File: src/rtl/mips_pkg.sv
// Shared MIPS definitions: ALU control codes and the multiply/divide sequencer states.
// The ALU decoder and muldiv_unit both import this package.
package mips_pkg;

    localparam logic [3:0] ALU_MULT = 4'b1000;
    localparam logic [3:0] ALU_DIV  = 4'b1001;
    localparam logic [3:0] ALU_MFHI = 4'b1010;
    localparam logic [3:0] ALU_MFLO = 4'b1011;

    typedef enum logic [1:0] {
        S_IDLE = 2'd0,
        S_RUN  = 2'd1,
        S_FIX  = 2'd2
    } md_state_e;

endpackage

File: src/rtl/muldiv_unit.sv
// Iterative signed multiply/divide unit with HI/LO registers.
// The unit takes 32 one-bit steps on operand magnitudes, then applies the signs in FIX.
module muldiv_unit
    import mips_pkg::*;
(
    input  logic        clk,
    input  logic        reset,
    input  logic        start,
    input  logic [3:0]  alucontrol,
    input  logic        hien,
    input  logic        loen,
    input  logic [31:0] srca,
    input  logic [31:0] srcb,
    output logic [31:0] result,
    output logic        busy,
    output logic        done,
    output logic        divz
);

    function automatic logic [31:0] mag32(input logic signed [31:0] v);
        return v[31] ? -v : v;
    endfunction

    md_state_e          state_q, state_d;
    logic [4:0]         cnt_q, cnt_d;
    logic [31:0]        hi_q, hi_d, lo_q, lo_d;
    logic               done_q, done_d, divz_q, divz_d;
    logic [63:0]        acc_q, acc_d;
    logic signed [31:0] srca_q, srca_d, srcb_q, srcb_d;
    logic               is_div_q, is_div_d;

    logic        accept;
    logic [31:0] mb;
    logic [32:0] add_sum, rem_sh, rem_diff;
    logic        neg_res;
    logic [63:0] prod;
    logic [31:0] quo, rem;

    assign accept = (state_q == S_IDLE) && start && hien && loen &&
                    ((alucontrol == ALU_MULT) || (alucontrol == ALU_DIV));

    // One radix-2 step: multiply adds into the upper half then shifts right;
    // divide shifts the partial remainder left and keeps the difference if no borrow.
    assign mb       = mag32(srcb_q);
    assign add_sum  = {1'b0, acc_q[63:32]} + (acc_q[0] ? {1'b0, mb} : 33'd0);
    assign rem_sh   = acc_q[63:31];
    assign rem_diff = rem_sh - {1'b0, mb};

    assign neg_res = srca_q[31] ^ srcb_q[31];
    assign prod    = neg_res ? -acc_q : acc_q;
    assign quo     = neg_res ? -acc_q[31:0] : acc_q[31:0];
    assign rem     = srca_q[31] ? -acc_q[63:32] : acc_q[63:32];

    always_comb begin
        state_d  = state_q;
        cnt_d    = cnt_q;
        hi_d     = hi_q;
        lo_d     = lo_q;
        done_d   = 1'b0;
        divz_d   = divz_q;
        acc_d    = acc_q;
        srca_d   = srca_q;
        srcb_d   = srcb_q;
        is_div_d = is_div_q;
        case (state_q)
            S_IDLE: begin
                if (accept) begin
                    state_d  = S_RUN;
                    cnt_d    = 5'd0;
                    srca_d   = srca;
                    srcb_d   = srcb;
                    is_div_d = (alucontrol == ALU_DIV);
                    acc_d    = {32'd0, mag32(srca)};
                end
            end
            S_RUN: begin
                if (is_div_q) begin
                    if (rem_diff[32]) acc_d = {rem_sh[31:0], acc_q[30:0], 1'b0};
                    else              acc_d = {rem_diff[31:0], acc_q[30:0], 1'b1};
                end else begin
                    acc_d = {add_sum, acc_q[31:1]};
                end
                cnt_d = cnt_q + 5'd1;
                if (cnt_q == 5'd31) state_d = S_FIX;
            end
            S_FIX: begin
                state_d = S_IDLE;
                done_d  = 1'b1;
                if (!is_div_q) begin
                    hi_d = prod[63:32];
                    lo_d = prod[31:0];
                end else if (srcb_q == 32'sd0) begin
                    hi_d   = srca_q;
                    lo_d   = 32'hFFFF_FFFF;
                    divz_d = 1'b1;
                end else begin
                    hi_d   = rem;
                    lo_d   = quo;
                    divz_d = 1'b0;
                end
            end
            default: state_d = S_IDLE;
        endcase
    end

    always_ff @(posedge clk or posedge reset) begin
        if (reset) begin
            state_q <= S_IDLE;
            cnt_q   <= 5'd0;
            hi_q    <= 32'd0;
            lo_q    <= 32'd0;
            done_q  <= 1'b0;
            divz_q  <= 1'b0;
        end else begin
            state_q <= state_d;
            cnt_q   <= cnt_d;
            hi_q    <= hi_d;
            lo_q    <= lo_d;
            done_q  <= done_d;
            divz_q  <= divz_d;
        end
    end

    // Operand and step registers are only meaningful between accept and FIX.
    always_ff @(posedge clk) begin
        acc_q    <= acc_d;
        srca_q   <= srca_d;
        srcb_q   <= srcb_d;
        is_div_q <= is_div_d;
    end

    always_comb begin
        result = 32'd0;
        if (alucontrol == ALU_MFHI)      result = hi_q;
        else if (alucontrol == ALU_MFLO) result = lo_q;
    end

    assign busy = (state_q != S_IDLE);
    assign done = done_q;
    assign divz = divz_q;

endmodule

File: config.mk
export PLATFORM = sky130hd
export DESIGN_NAME = muldiv_unit
export DESIGN_NICKNAME = d
export VERILOG_FILES = /design/src/rtl/mips_pkg.sv /design/src/rtl/muldiv_unit.sv
export SDC_FILE = /design/constraint.sdc
export NUM_CORES = 1
export LEC_CHECK = 0
export CORE_UTILIZATION = 50
export CTS_CLUSTER_DIAMETER = 60
export DETAILED_ROUTE_END_ITERATION = 10
export DONT_BUFFER_PORTS = 1
export SLEW_MARGIN = 30
export SYNTH_ARGS = -nofsm -noshare
export SYNTH_HDL_FRONTEND = slang
export SYNTH_SLANG_ARGS = --single-unit
File: constraint.sdc
create_clock -name clk -period 12.7 [get_ports clk]
set_clock_uncertainty 0.15 [all_clocks]
set_input_delay 1.27 -clock clk [delete_from_list [all_inputs] [get_ports clk]]
set_output_delay 1.27 -clock clk [all_outputs]
set_load 0.005 [all_outputs]
# Word level (Yosys, flattened, before mapping)
# Cells that the tools add are included.
# op_classes
addsub,8
n_mul,0
n_div,0
magnitude_cmp,0
eq_ne,9
shifts,0
n_mux,23
n_bitwise,1
n_reduce_logical,13
# op_table
operator,count
two-way mux 32 bit,11
two-way mux 64 bit,4
negation 32 bit,4
case mux 64 bit (2 select lines),1
negation 64 bit,1
adder 32 x 32 -> 33 bit,1
subtractor 33 x 32 -> 33 bit,1
zero test 32 bit,1
"equality test 4 bit, second input constant",4
case mux 5 bit (2 select lines),1
AND reduction 2 bit,4
"adder 5 x 1 -> 5 bit, second input constant",1
"equality test 5 bit, second input constant",1
two-way mux 5 bit,1
logical AND 1 bit,4
two-way mux 2 bit,2
"!= test 2 bit, second input constant",2
case mux 2 bit (2 select lines),1
nonzero test 2 bit,2
"equality test 2 x 1 -> 1 bit, second input constant",1
"equality test 2 bit, second input constant",1
zero test 2 bit,1
two-way mux 1 bit,2
logical OR 1 bit,1
bitwise XOR 1 bit,1
# totals
reg_bits,202
latchBits,0
mem_bits_rw,0
romBits,0
wordCells,64
n_memories,0

# Logic depth before layout (Yosys ltp)
# Gate-level depths: netlist of run 1.
# logic_depth
ltp_word,7
mapped_depth,21
ltp_nobuf,19

# Worst setup path after synthesis of run 1
# No wires, ideal clock.
# synth_path
kind,input port to flip-flop
start,input alucontrol[2]
end,"register acc_q[0], enable pin"
setup_time_ns,0.394
arrival_ns,7.493
t_required_ns,12.156
slack_ns,4.663
path_stages,3
n_path_buf,0
path_cell_list,nand2b_1 > nor3_1 > or2_2
# synth_between
elab_chain_len,5
elab_cells_between_ends,6
classes_between,3 x eq/ne; 3 x reduce/logical
# synth_rtl
element,line,text
"start, declared",muldiv_unit.sv:9,"input logic [3:0] alucontrol,"
equality test 4 bit,muldiv_unit.sv:40,((alucontrol == ALU_MULT) || (alucontrol == ALU_DIV));
logical OR 1 bit (*),muldiv_unit.sv:40,
logical AND 1 bit (*),muldiv_unit.sv:39,assign accept = (state_q == S_IDLE) && start && hien && loen &&
!= test 2 bit (no source line) (*),-,
AND reduction 2 bit (no source line) (*),-,
"end signal, assigned",muldiv_unit.sv:126,acc_q <= acc_d;
"end, declared",muldiv_unit.sv:28,"logic [63:0] acc_q, acc_d;"
# Mark *: on every way between the ends. The rest lies on a longest branch, timed or not.
# A chain may end at the register's enable or synchronous reset.

# Worst setup path in the final report of run 1
# layout_path
start,register srcb_q[5]
end,"register acc_q[53], data pin"
# layout_between
elab_chain_len,6
elab_cells_between_ends,8
classes_between,3 x add/sub; 5 x mux
# layout_rtl
element,line,text
"start, declared",muldiv_unit.sv:29,"logic signed [31:0] srca_q, srca_d, srcb_q, srcb_d;"
"start signal, assigned",muldiv_unit.sv:128,srcb_q <= srcb_d;
negation 32 bit,muldiv_unit.sv:21,return v[31] ? -v : v;
two-way mux 32 bit (*),muldiv_unit.sv:21,
subtractor 33 x 32 -> 33 bit or two-way mux 32 bit (tied branches),"muldiv_unit.sv:47, muldiv_unit.sv:45",
two-way mux 64 bit or adder 32 x 32 -> 33 bit (tied branches),"muldiv_unit.sv:78, muldiv_unit.sv:45",
two-way mux 64 bit (*),muldiv_unit.sv:77,if (is_div_q) begin
case mux 64 bit (2 select lines) (*),muldiv_unit.sv:65,case (state_q)
# Marks and branches as above.

==> results of run 1 <==
power by group through the flow:
| stage | clock [mW] | sequential, mW | combinational (mW) |
|---|---|---|---|
| after floorplan | 0 | 0.981 | 1.20 |
| after CTS | 0.781 | 1.09 | 1.49 |
| after global placement | 0 | 1.10 | 1.47 |
| after global routing | 0.805 | 1.11 | 1.67 |
| final | 0.768 | 1.09 | 1.51 |
| after detailed placement | 0 | 1.10 | 1.49 |
layer usage:
layer / global-route usage [%] / share of wire [%] / vias to the layer above
li1: - / - / 6346
met1: 41.72 / 47 / 6294
met2: 44.99 / 45 / 409
met5: 0 / 0 / -
met3: 5.158 / 6.5 / 65
met4: 7.027 / 2.0 / 0
final timing paths:
kind,start,end,slack (ns),cells after the start
setup / recovery,srcb_q[5],acc_q[53],6.14,19
hold / removal,hi_q[21],hi_q[21],0.33,2
setup reg to reg,srcb_q[5],acc_q[53],6.14,19
hold reg to reg,hi_q[21],hi_q[21],0.33,2
max in group asynchronous,reset,hi_q[3],11.29,2
min in group asynchronous,reset,lo_q[21],0.62,2
final cells by class:
type / count / area, um2
fill: 2827 / 13810
inverter: 33 / 123.9
multi-input combinational: 1409 / 9379
clock buffer: 43 / 838.3
tap: 396 / 495.5
timing repair buffer: 20 / 165.2
sequential: 202 / 5700
clock inverter: 9 / 72.57
stage by stage:
stage	instances	setup slack [ns]	hold slack [ns]	total power, mW
floorplan	1755	4.663	0.2967	2.177
global placement	2059	6.365	0.3127	2.567
detailed placement	2059	6.206	0.3151	2.584
CTS	2111	6.196	0.3298	3.362
global route	2112	5.778	0.3492	3.579
finish	2112	6.141	0.3280	3.363
state kept, by name, indices dropped and copies added (netlist names):
| signal | flops |
|---|---|
| state_q | 2 |
| lo_q | 32 |
| cnt_q | 5 |
| srca_q | 32 |
| is_div_q | 1 |
| hi_q | 32 |
| done | 1 |
| divz | 1 |
| acc_q | 64 |
| srcb_q | 32 |
cells by family (layout without fill, tap and decap cells):
| kind of cell | after synthesis | after routing | synth area share, % |
|---|---|---|---|
| AO/OA/AOI/OAI | 543 | 543 | 22.08 |
| multiplexers | 58 | 58 | 3.759 |
| flip-flops | 202 | 202 | 36.60 |
| XOR/XNOR | 207 | 207 | 11.64 |
| adder cells (fa/ha/maj) | 72 | 72 | 5.880 |
| AND/OR/NAND/NOR | 529 | 529 | 16.40 |
| buffers and inverters | 144 | 105 | 3.639 |
critical path, cell delays in order (launching register included):
cell	delay (ns)
edfxtp_1	0.43
or4_1	0.57
nor3_1	0.39
nand4_1	0.23
or2_2	0.37
nor2_1	0.18
nand2_1	0.16
o31ai_1	0.30
xor2_1	0.23
ha_1	0.37
a211o_1	0.31
a21oi_1	0.17
o21ai_0	0.13
a221o_1	0.35
nand3b_1	0.25
xor2_4	0.72
buf_4	0.43
mux2_2	0.38
a21oi_1	0.14
nor2_1	0.05
cell usage in the layout (no fill, tap or decap), drive strengths merged, types with 30 or more instances in the layout:
master,instances
edfxtp,129
dfrtp,73
nand2,186
nor2,145
inv,34
ha,70
o31ai,37
xnor2,94
xor2,113
a21oi,138
a22o,32
mux2i,54
o211ai,50
clkbuf,43
o21ai,155
nand2b,30
==> impl_metrics.ini, run 1 <==
[outcome]
status = finished clean

[finish]
area_growth_pct = 7.695
final_nets = 1839
n_antenna_cell = 0
drive_above_1_share_pct = 5.711
final_util_pct = 54.84
post-route-cell-area_um2 = 16770

[power_and_ir_drop]
p_sw_mw = 1.428
powerDensity_nw_per_um2 = 200.5
p_int_mw = 1.935
combPwrFrac_pct = 44.8
power.share.clock_pct = 22.8
power.leakage_nw = 6.618
ir_drop_mv = 0.1022
p_sw_share_pct = 42.46
seqPwrFrac_pct = 32.4

[routing]
drt_iter0_markers = 1244
dr.pass1.iters = 5
viasPerCell = 6.209
ant_nets = 0
num_vias = 13114
drc_errors = 0
routedWlPerCell_um = 22.14
routed_wl_um = 46770

[synth]
ys.flop_type = edfxtp_1
synthTopCellsByArea = edfxtp_1, dfrtp_1, xor2_1
synth_common_cells = nand2_1, nor2_1, a21oi_1
synth_edf_count = 129
yosys.area.top_type = edfxtp_1
ys_async_sr_fraction_pct = 36.14
synth_top_cell_area_share_pct = 24.87
synth_most_common_cell = nand2_1
synth.distinct_cells = 76
synth_warnings = 0
syn-cell-area_um2 = 15580
yosysSeqAreaShare_pct = 36.60
ys_ff_latch = 202
syn_area_per_cell_um2 = 8.875
synthCells = 1755
syn_nets = 1900

[timing]
worst_pin_slew_ns = 0.9342
period_minus_slack_ns = 6.559
final_max_slew_viol_count = 0
hold_viol = 0
rsz0062_at_grt = no
final-setup-viol-count = 0
fmax_ghz = 0.1525
fin_setup_tns_ns = 0
relSlewSlack_pct = 37.34
finalCritPeriodShare_pct = 51.65

[placed_design]
hpwl_um = 34610
io_buffers = 0
place_congestion = 0.9194
dpl-instance-area_um2 = 15840

[worst_setup_path]
startpoint_type = flip-flop
path_class = reg2reg
arrival_ns = 6.71
worst_setup_path_end_kind = flip-flop
crit_fanout = 24
required_ns = 12.85

[global_route]
antenna_found_initial = 1
grtUsageTotal_pct = 29.05
grt_first_pass_wirelength_um = 70640
grt.overflow.total = 0
grt_max_degree = 86
first_global_vias = 12027

[floorplan]
ioPinCount = 108
initial_core_util_pct = 50.92
dieArea_um2 = 31860
die_y_um = 178.5
core_area_um2 = 30590
die_w_um = 178.5
rows = 64

[job]
max_cap_viol_count = 0

[min_path]
hp-class = reg2reg

[clocking]
cts_resized = 0
hold_buffers = 0
clk_pin_slew_ns = 0.06
cts_root_buffer = clkbuf_16
htree_levels = 1
cts_buffers = 28
clockBufferDepth = 3
cts_tree = built
cts_sinks = 202
post-cts-setup-buffer-count = 0
clk-insertion-delay-late_ns = 0.56
No activity file was read; power rests on OpenSTA's default activity.
==> run 2, diff against run 1 <==
--- a/config.mk
+++ b/config.mk
@@ -9,6 +9,7 @@
 export CTS_CLUSTER_DIAMETER = 60
 export DETAILED_ROUTE_END_ITERATION = 10
 export DONT_BUFFER_PORTS = 1
+export PLACE_DENSITY = 0.68
 export SLEW_MARGIN = 30
 export SYNTH_ARGS = -nofsm -noshare
 export SYNTH_HDL_FRONTEND = slang
==> constraint.sdc (replaced) <==
create_clock -name clk -period 5.8 [get_ports clk]
set_clock_uncertainty 0.15 [all_clocks]
set_input_delay 0.58 -clock clk [delete_from_list [all_inputs] [get_ports clk]]
set_output_delay 0.58 -clock clk [all_outputs]
set_load 0.005 [all_outputs]
==> impl_metrics.ini, run 2 (synthesized netlist as in run 1, its figures left out) <==
[clocking]
cts_buffers = 27
cts_tree = built
cts_root_buffer = clkbuf_16
cts_sinks = 202
clk-insertion-delay-late_ns = 0.57
htree_levels = 1
clockBufferDepth = 3
clk_pin_slew_ns = 0.06

[outcome]
status = finished clean

[min_path]
hp-start = alucontrol[1]
hp-class = in2reg
whs_endpoint = is_div_q
hold_path_depth = 1

[floorplan]
die_w_um = 178.5
die_y_um = 178.5
ioPinCount = 108
dieArea_um2 = 31860
core_area_um2 = 30590
initial_core_util_pct = 50.92
rows = 64

[worst_setup_path]
worstReg2RegEnd = acc_q[63]
worst_setup_path_end_kind = flip-flop
crit_fanout = 21
crit_buf_inv = 1
crit_path_frequent_cell = nand2_1
arrival_ns = 5.61
cp_top_family = simple AND/OR/NAND/NOR gates
startpoint_type = flip-flop
path_cells = or4_1 > nor3_2 > nand4_1 > or2_2 > nor2_1 > nand2_1 > o31ai_2 > xor2_1 > ha_1 > a211o_1 > a21oi_1 > o21ai_0 > a221o_1 > nand3b_1 > xor2_4 > buf_12 > nand2_1 > nor3_1 > nor4b_2
required_ns = 5.96
path_class = reg2reg
r2r_cells = 19
rrSetupSlack_ns = 0.35
critPathMaxStageDelay_ns = 0.60
reg2reg_from = srcb_q[5]
slowest_stage = or4_1

[routing]
num_vias = 13689
dr.pass1.iters = 5
viasPerCell = 6.256
routedWlPerCell_um = 21.63
drc_errors = 0
drt_iter0_markers = 1486
ant_nets = 0
routed_wl_um = 47320

[global_route]
grt_first_pass_wirelength_um = 72060
grt.overflow.total = 0
grtUsageTotal_pct = 29.35
antenna_found_initial = 0
grt_max_degree = 109
first_global_vias = 12543

[finish]
area_growth_pct = 12.97
n_antenna_cell = 0
largest_reg_flops = 64
drive_above_1_share_pct = 6.362
nFillCells = 2775
final_nets = 1917
final-instance-count-excl-fill = 2188
layout_common_cells = nand2_1, nor2_1, a21oi_1, o21ai_0, edfxtp_1
final_common_cell = nand2_1
max_flop_register = acc_q

[timing]
period_minus_slack_ns = 5.446
finalCritPeriodShare_pct = 93.90
hold_viol = 0
final-setup-viol-count = 0
fmax_ghz = 0.1836
worst_pin_slew_ns = 0.9768
setup_slack_ns = 0.3541
fin_setup_tns_ns = 0
final_max_slew_viol_count = 0
hold_ws_ns = 0.09325
relSlewSlack_pct = 34.83

[power_and_ir_drop]
power.leakage_nw = 7.002
powerDensity_nw_per_um2 = 436.1
ir_drop_mv = 0.3174

[placed_design]
hpwl_um = 34530
placed_cells = 2072
io_buffers = 0
dp_slack_ns = 0.3330
place_congestion = 0.9755

[job]
max_cap_viol_count = 0
## run 2: cell types whose count changed in the layout (fill, tap and decap cells not counted), sizes merged
cell,delta
clkinv,+1
inv,+3
clkinvlp,-2
dlygate4sd3,+65
clkbuf,-4
buf,+13
## run 2: how the worst max path moves through the flow
stage,depth (start not counted),end,slack (ns),startpoint
final,19,acc_q[63],0.35,srcb_q[5]
after global routing,19,acc_q[63],-0.03,srcb_q[5]
after CTS,18,acc_q[38],0.31,srcb_q[5]
after detailed placement,18,acc_q[38],0.33,srcb_q[5]
after global placement,18,acc_q[38],0.51,srcb_q[5]
after floorplan,21,acc_q[46],0.50,srcb_q[5]
## run 2: power by group
part | internal [mW] | leakage [nW] | switching [mW]
logic | 1.47 | 4.46 | 2.09
registers | 1.89 | 2.08 | 0.510
clock network | 1.02 | 0.458 | 0.688
total | 4.38 | 7.00 | 3.29
## run 2: per-layer routing
layer	vias to the layer above	global-route usage, %	routed length (um)
met1	6528	41.46	20700
met4	0	7.380	960
met3	69	6.714	4333
li1	6486	-	-
met5	-	0	0
met2	606	45.04	21330
## run 2: layout make-up
class	instances	area, um2	area share (%)
multi-input cells	1409	9390	53.36
flip-flops and latches	202	5700	32.39
repair buffers	99	955.9	5.432
clock buffers	38	840.8	4.778
well taps	396	495.5	2.816
inverters	33	123.9	0.7039
clock inverters	11	90.09	0.5119
## run 2: timing repair
item,in CTS,in global routing
endpoints found under the hold margin,64,73
hold buffers,64,1
setup endpoints to repair,0,26
setup buffers,0,1
gates resized for setup,0,3
## run 2: through the flow
stage	power (mW)	cell area [um2]	utilization, %
finish	7.673	17600	57.53
global route	8.099	17600	57.53
CTS	7.522	17520	57.27
detailed placement	5.767	15950	52.13
global placement	5.709	15940	52.11
floorplan	4.767	15580	-
## run 2: worst register-to-register path, delay by kind of cell, from the launching register on
| kind | cells | cell delay [ns] |
|---|---|---|
| buffers and inverters | 1 | 0.22 |
| and+or+nand+nor | 10 | 2.40 |
| adders and majority gates | 1 | 0.28 |
| DFF | 1 | 0.44 |
| AOI/OAI and AO/OA | 5 | 1.19 |
| xor gates and xnor gates | 2 | 0.54 |
==> run 3, diff against run 2 <==
--- a/config.mk
+++ b/config.mk
@@ -9,6 +9,7 @@
 export CTS_CLUSTER_DIAMETER = 60
 export DETAILED_ROUTE_END_ITERATION = 10
 export DONT_BUFFER_PORTS = 1
+export HOLD_SLACK_MARGIN = 0.1
 export PLACE_DENSITY = 0.68
 export SLEW_MARGIN = 30
 export SYNTH_ARGS = -nofsm -noshare
==> impl_metrics.ini, run 3 (synthesized netlist as in run 1, its figures left out) <==
[min_path]
hold_path_depth = 2
hp-start = srca[0]
whs_endpoint = acc_q[0]
hp-class = in2reg

[clocking]
clockBufferDepth = 3
cts_buffers = 27
htree_levels = 1
clk-insertion-delay-late_ns = 0.57
cts_tree = built
clk_pin_slew_ns = 0.06
cts_sinks = 202
cts_root_buffer = clkbuf_16

[floorplan]
die_w_um = 178.5
core_area_um2 = 30590
die_y_um = 178.5
initial_core_util_pct = 50.92
rows = 64
dieArea_um2 = 31860
ioPinCount = 108

[timing]
worst_pin_slew_ns = 0.9653
fmax_ghz = 0.1831
final-setup-viol-count = 0
relSlewSlack_pct = 35.59
period_minus_slack_ns = 5.462
fin_setup_tns_ns = 0
finalCritPeriodShare_pct = 94.17
hold_viol = 0
final_max_slew_viol_count = 0

[worst_setup_path]
startpoint_type = flip-flop
arrival_ns = 5.62
worst_setup_path_end_kind = flip-flop
worstReg2RegEnd = acc_q[63]
rrSetupSlack_ns = 0.34
path_class = reg2reg
r2r_cells = 19
reg2reg_from = srcb_q[5]
crit_fanout = 21
required_ns = 5.96

[finish]
final_common_cell = nand2_1
max_flop_register = acc_q
final_util_pct = 57.56
layout_common_cells = nand2_1, nor2_1, a21oi_1, o21ai_0, edfxtp_1
n_antenna_cell = 0
drive_above_1_share_pct = 6.358
nFillCells = 2772
area_growth_pct = 13.04
largest_reg_flops = 64
final_nets = 1918

[power_and_ir_drop]
powerDensity_nw_per_um2 = 435.9
power.leakage_nw = 7.006
power_mw = 7.675
ir_drop_mv = 0.3161

[routing]
drt_iter0_markers = 1376
ant_nets = 0
routed_wl_um = 47370
routedWlPerCell_um = 21.64
drc_errors = 0
viasPerCell = 6.269
num_vias = 13723
dr.pass1.iters = 5

[outcome]
status = finished clean

[placed_design]
hpwl_um = 34530
place_congestion = 0.9755
io_buffers = 0

[global_route]
grtUsageTotal_pct = 29.35
antenna_found_initial = 0
grt.overflow.total = 0
grt_first_pass_wirelength_um = 72080
first_global_vias = 12549
grt_max_degree = 109

[job]
max_cap_viol_count = 0
run 3: how the worst max path moves through the flow:
stage / from / endpoint / slack [ns] / depth (start not counted)
final: srcb_q[5] / acc_q[63] / 0.34 / 19
after global routing: srcb_q[5] / acc_q[63] / -0.03 / 19
after CTS: srcb_q[5] / acc_q[38] / 0.31 / 18
after detailed placement: srcb_q[5] / acc_q[38] / 0.33 / 18
after global placement: srcb_q[5] / acc_q[38] / 0.51 / 18
after floorplan: srcb_q[5] / acc_q[46] / 0.50 / 21
run 3: stage by stage:
stage | instance area [um2] | worst slack, ns | hold WS, ns | instances
2_1_floorplan | 15580 | 0.4965 | 0.2967 | 1755
6_report | 17610 | 0.3380 | 0.1739 | 2189
4_1_cts | 17540 | 0.3076 | 0.1436 | 2187
3_3_place_gp | 15940 | 0.5084 | 0.3137 | 2071
5_1_grt | 17610 | -0.03247 | 0.1779 | 2189
3_5_place_dp | 15950 | 0.3330 | 0.3203 | 2072
run 3: layout make-up:
cell class	instances	area (um2)	area share, %
flip-flops and latches	202	5700	32.38
multi-input cells	1409	9390	53.33
clock inverters	11	90.09	0.5117
inverters	33	123.9	0.7035
well taps	396	495.5	2.814
clock buffers	38	840.8	4.775
repair buffers	100	965.9	5.486
run 3: timing repair:
action                                  4_1_cts  5_1_grt
hold endpoints to repair                    138        0
setup buffers                                 0        1
gates resized for setup                       0        3
hold buffers                                 66        0
endpoints found under the setup margin        0       26
run 3: critical path, stage by stage (launching register included):
cell	delay [ns]
edfxtp_1	0.44
or4_1	0.60
nor3_2	0.22
nand4_1	0.18
or2_2	0.36
nor2_1	0.15
nand2_1	0.15
o31ai_2	0.25
xor2_1	0.23
ha_1	0.28
a211o_1	0.27
a21oi_1	0.16
o21ai_0	0.16
a221o_1	0.35
nand3b_1	0.27
xor2_4	0.31
buf_12	0.22
nand2_1	0.11
nor3_1	0.28
nor4b_2	0.08
run 3: per-layer routing:
layer	wire length [um]	up-vias	track usage, %	part of all wire, %
met3	4437	69	6.714	9.4
met1	20430	6611	41.46	43
met4	969	0	7.380	2.0
met2	21530	554	45.06	45
li1	-	6489	-	-
met5	0	-	0	0
run 3: power by group:
part,leakage [nW],switching [mW],internal (mW)
Sequential,2.08,0.510,1.89
Combinational,4.46,2.10,1.47
Clock,0.458,0.688,1.02
